[src/rtl/digit_serial_adder_ctrl.sv]
// Digit-serial WIDTH-bit adder: one shared 2-bit full adder, one digit per clock, LSB first.
// Optional macro SUB_MODE_EN adds a 'sub' input for a - b (two's complement) operation.

module full_adder_2bit (
   input  logic [1:0] a,
   input  logic [1:0] b,
   input  logic       cin,
   output logic [1:0] sum,
   output logic       cout
);
   assign {cout, sum} = {1'b0, a} + {1'b0, b} + {2'b00, cin};
endmodule

module digit_serial_adder_ctrl #(
   parameter int WIDTH = 8
) (
   input  logic             clk,
   input  logic             rst_n,
   input  logic             start,
   input  logic [WIDTH-1:0] a,
   input  logic [WIDTH-1:0] b,
   input  logic             cin,
`ifdef SUB_MODE_EN
   input  logic             sub,
`endif
   output logic             busy,
   output logic             done,
   output logic [WIDTH-1:0] sum,
   output logic             cout
);
   localparam int N  = WIDTH / 2;
   localparam int CW = (N > 1) ? $clog2(N) : 1;

   generate
      if ((WIDTH < 2) || (WIDTH % 2 != 0)) begin : g_bad_width
         $error("digit_serial_adder_ctrl: WIDTH must be even and >= 2");
      end
   endgenerate

   typedef enum logic [1:0] {IDLE, RUN, DONE} state_t;

   state_t           state, state_nxt;
   logic             load, step, last;
   logic [CW-1:0]    cnt;
   logic [WIDTH-1:0] a_sh, b_sh, res_sh, res_nxt;
   logic             carry;
   logic [1:0]       fa_sum;
   logic             fa_cout;
   logic [WIDTH-1:0] b_cap;
   logic             cin_cap;

`ifdef SUB_MODE_EN
   // Subtraction is a + ~b + 1; the +1 rides in on the initial carry.
   assign b_cap   = sub ? ~b : b;
   assign cin_cap = sub ? 1'b1 : cin;
`else
   assign b_cap   = b;
   assign cin_cap = cin;
`endif

   full_adder_2bit u_fa (
      .a    (a_sh[1:0]),
      .b    (b_sh[1:0]),
      .cin  (carry),
      .sum  (fa_sum),
      .cout (fa_cout)
   );

   assign last    = (cnt == CW'(N - 1));
   assign res_nxt = (res_sh >> 2) | (WIDTH'(fa_sum) << (WIDTH - 2));
   assign busy    = (state == RUN);
   assign done    = (state == DONE);

   always_ff @(posedge clk or negedge rst_n) begin
      if (!rst_n) state <= IDLE;
      else        state <= state_nxt;
   end

   always_comb begin
      state_nxt = state;
      load      = 1'b0;
      step      = 1'b0;
      case (state)
         IDLE: if (start) begin
            load      = 1'b1;
            state_nxt = RUN;
         end
         RUN: begin
            step = 1'b1;
            if (last) state_nxt = DONE;
         end
         DONE: begin
            // start is honoured here so operations can run back-to-back
            if (start) begin
               load      = 1'b1;
               state_nxt = RUN;
            end else begin
               state_nxt = IDLE;
            end
         end
         default: state_nxt = IDLE;
      endcase
   end

   always_ff @(posedge clk or negedge rst_n) begin
      if (!rst_n) begin
         a_sh   <= '0;
         b_sh   <= '0;
         res_sh <= '0;
         carry  <= 1'b0;
         cnt    <= '0;
         sum    <= '0;
         cout   <= 1'b0;
      end else if (load) begin
         a_sh  <= a;
         b_sh  <= b_cap;
         carry <= cin_cap;
         cnt   <= '0;
      end else if (step) begin
         a_sh   <= a_sh >> 2;
         b_sh   <= b_sh >> 2;
         res_sh <= res_nxt;
         carry  <= fa_cout;
         cnt    <= cnt + CW'(1);
         if (last) begin
            sum  <= res_nxt;
            cout <= fa_cout;
         end
      end
   end

endmodule

[config.mk]
export PLATFORM = sky130hd
export DESIGN_NAME = digit_serial_adder_ctrl
export DESIGN_NICKNAME = d
export VERILOG_FILES = /design/src/rtl/digit_serial_adder_ctrl.sv
export SDC_FILE = /design/constraint.sdc
export NUM_CORES = 1
export LEC_CHECK = 0
export CAP_MARGIN = 30
export CORE_MARGIN = 5
export CORE_UTILIZATION = 40
export DETAILED_ROUTE_END_ITERATION = 10
export PLACE_DENSITY = 0.74
export RECOVER_POWER = 100
export SKIP_CTS_REPAIR_TIMING = 1
export SYNTH_ARGS = -nofsm -noshare
export SYNTH_HDL_FRONTEND = slang
export SYNTH_HIERARCHICAL = 1
export SYNTH_SLANG_ARGS = --single-unit
[constraint.sdc]
create_clock -name clk -period 2.1 [get_ports clk]
set_input_delay 0.525 -clock clk [delete_from_list [all_inputs] [get_ports clk]]
set_output_delay 0.525 -clock clk [all_outputs]
set_load 0.03 [all_outputs]
==> flow_summary_export.csv <==
group,metric,value,unit
sta,rsz0062_at_grt,"no",
sta,finalSetupViolCount,0,
critical_path,cpPeakStageDelay,740,ps
clocking,cts.clk_slew.worst_paths,70,ps
sta,fin_crit_sh,0.911,
floorplan,die_h,77.6,um
detailed_routing,wl,3.24,mm
clocking,numCtsBuffers,5,
sta,hold_viol,0,
place,dp_hpwl,2.32,mm
critical_path,worst_path_max_delay_cell,"dlygate4sd3_1",
critical_path,cpLargestDelayFamily,"buffers and inverters",
critical_path,cp_num_buf_inv,1,
clocking,cts.sinks,36,
logic_synthesis,synth_area,1830,um^2
critical_path,cp_max_fo,2,
clocking,cts_root_buffer,"clkbuf_8",
detailed_routing,viasPerCell,4.96,
place,gp_congestion,0.716,
clocking,insertion_delay,280,ps
power_and_ir_drop,internal-power,0.00195,W
sta,fmax,523,MHz
clocking,clockBufferDepth,2,
logic_synthesis,avgSynthCellArea,13.5,um^2
floorplan,die_area,6020,um^2
clocking,h-tree-depth,2,
grt,globalRouteOverflowTotal,0,
place,place_area,2170,um^2
finish,num-nets-final,192,
power_and_ir_drop,ir_drop,0.543,mV
detailed_routing,first_pass_iters,3,
critical_path,rrSetupSlack,280,ps
logic_synthesis,synth_cell_types,22,
detailed_routing,drt-initial-drc-count,36,
floorplan,io-pin-count,31,
power_and_ir_drop,p_sw,0.00118,W
floorplan,core_area,4380,um^2
sta,period_minus_slack,1910,ps
job,drv_cap,0,
sta,slew_violations,0,
grt,antenna_found_initial,0,
sta,setup-tns-final,0,ps
logic_synthesis,synth_nets,158,
outcome,status,"finished clean",
floorplan,die_w,77.6,um
place,io_buffers,30,
power_and_ir_drop,seqPwrFrac,0.400,
power_and_ir_drop,clock_power_share,0.160,
finish,area_growth,19.9,%
critical_path,arrival,1390,ps
finish,fillerInstances,418,
sta,fin_skew,3.75,ps
sta,tightest_slew,911,ps
logic_synthesis,seq_area_frac_synth,0.493,
detailed_routing,drc,0,
detailed_routing,wire_per_inst,14.6,um
detailed_routing,vias,1102,
power_and_ir_drop,power_density,1420,nW/um^2
power_and_ir_drop,p_comb_frac,0.440,
power_and_ir_drop,p_sw_frac,0.377,
finish,diodes,0,
logic_synthesis,netlist_instances,135,
grt,grt.total_usage,0.112,
grt,grt_pass1_wl,5.46,mm
critical_path,endpoint_kind,"output port",
floorplan,start_util,0.417,
critical_path,cp-start-kind,"flip-flop",
critical_path,criticalPathCategory,"reg -> out",
floorplan,num_rows,24,
grt,grt_pass1_vias,1165,
grt,grt_max_degree,37,
power_and_ir_drop,leakagePower,1.03,nW
hold_path,min_path_type,"reg -> reg",
critical_path,path_cells,"dlygate4sd3_1",
finish,drive_gt1_frac,0.100,
detailed_routing,ant_nets,0,
clocking,tritoncts,"done",
sta,relSlewSlack,0.393,
logic_synthesis,synth-warning-count,6,
logic_synthesis,synth_seq_cells,36,
finish,design_area,2190,um^2
critical_path,required,1570,ps
logic make-up (layout without fill, tap and decap cells):
logic type | after synthesis | count (layout) | share of synthesized area
AOI/OAI and AO/OA | 7 | 7 | 0.0233
xor gates and xnor gates | 1 | 1 | 0.00480
adders and majority gates | 3 | 3 | 0.0288
buffers and inverters | 20 | 55 | 0.0623
DFF | 36 | 36 | 0.493
muxes | 59 | 59 | 0.353
and+or+nand+nor | 9 | 9 | 0.0349
metal layers:
layer  share of wire  wire length (um)  global-route usage  vias to the layer above
met4          0.0074                24              0.0258                        0
met2            0.48              1550               0.179                       28
met5               0                 0                   0                        -
met3           0.059               190              0.0451                        2
li1                -                 -                   -                      532
met1            0.45              1470               0.142                      540
final timing paths:
| path | from | endpoint | cells past startpoint |
|---|---|---|---|
| max in group asynchronous | rst_n | res_sh[7]$_DFFE_PN0P_ | 2 |
| worst max-delay path | sum[7]$_DFFE_PN0P_ | sum[7] | 1 |
| worst min register to register | res_sh[2]$_DFFE_PN0P_ | sum[0]$_DFFE_PN0P_ | 1 |
| min in group asynchronous | rst_n | sum[6]$_DFFE_PN0P_ | 2 |
| worst min-delay path | res_sh[2]$_DFFE_PN0P_ | sum[0]$_DFFE_PN0P_ | 1 |
| worst max register to register | a_sh[0]$_DFFE_PN0P_ | sum[7]$_DFFE_PN0P_ | 5 |
power groups by stage:
stage | Sequential, W | Combinational (W) | Clock, W
2_1_floorplan | 0.00138 | 0.00102 | 0
3_3_place_gp | 0.00125 | 0.00151 | 0
3_5_place_dp | 0.00128 | 0.00157 | 0
4_1_cts | 0.00127 | 0.00157 | 0.000520
5_1_grt | 0.00131 | 0.00151 | 0.000560
6_report | 0.00125 | 0.00137 | 0.000501
per-stage QoR:
step	power [W]	setup WS, ps	utilization	hold slack (ps)	std cells
2_1_floorplan	0.00240	378	-	229	135
3_3_place_gp	0.00276	357	0.495	485	214
3_5_place_dp	0.00285	302	0.495	496	214
4_1_cts	0.00336	231	0.517	512	222
5_1_grt	0.00337	104	0.500	528	222
6_report	0.00312	187	0.500	492	222
synthesized netlist by cell type, drive strengths merged:
library cell  number  area share
mux2i             43        0.24
dfrtp             36        0.49
mux2              16        0.12
inv               11       0.023
buf                9       0.040
nand3              4       0.011
o21ai              4       0.011
fa                 2       0.022
a21o               1      0.0041
a22o               1      0.0048
ha                 1      0.0068
nand2b             1      0.0034
nand3b             1       0.011
nor2               1      0.0021
nor2b              1      0.0034
nor3b              1      0.0041
o22ai              1      0.0034
xnor2              1      0.0048
worst register-to-register path: cells and delay by family (launching register included):
kind,cells,cell delay (ps)
multiplexers,1,280
buffers and inverters,2,120
adder cells (fa/ha/maj),2,930
flip-flops,1,370
sequential cells by signal (all words and copies together) (netlist names):
register  flops
state         2
res_sh        6
cnt           2
sum           8
carry         1
cout          1
b_sh          8
a_sh          8
cell type report:
type,count,area (um^2),share of cell area
Clock buffer,6,82.6,0.0377
Clock inverter,2,10.0,0.00457
Inverter,11,41.3,0.0188
Multi-Input combinational cell,79,766,0.350
Sequential cell,36,901,0.411
Tap cell,52,65.1,0.0297
Timing Repair Buffer,36,325,0.148
cells in the final DEF (no fill, tap or decap):
cell,synthesis,final
clkinv_2,0,2
dlygate4sd3_1,0,11
inv_1,11,11
dfrtp_1,36,36
clkbuf_1,0,2
xnor2_1,1,1
nand3_1,4,4
clkdlybuf4s50_1,0,17
clkbuf_2,0,3
nor3b_1,1,1
nor2b_1,1,1
nand2b_1,1,1
fa_1,2,2
buf_4,1,3
a22o_1,1,1
mux2i_1,43,43
mux2_2,3,3
clkbuf_8,0,6
nand3b_1,0,1
o21ai_0,4,4
mux2_1,4,13
o22ai_1,1,1
a21o_1,1,1
ha_1,1,1
nor2_1,1,1
(Power assumes the default switching activity.)
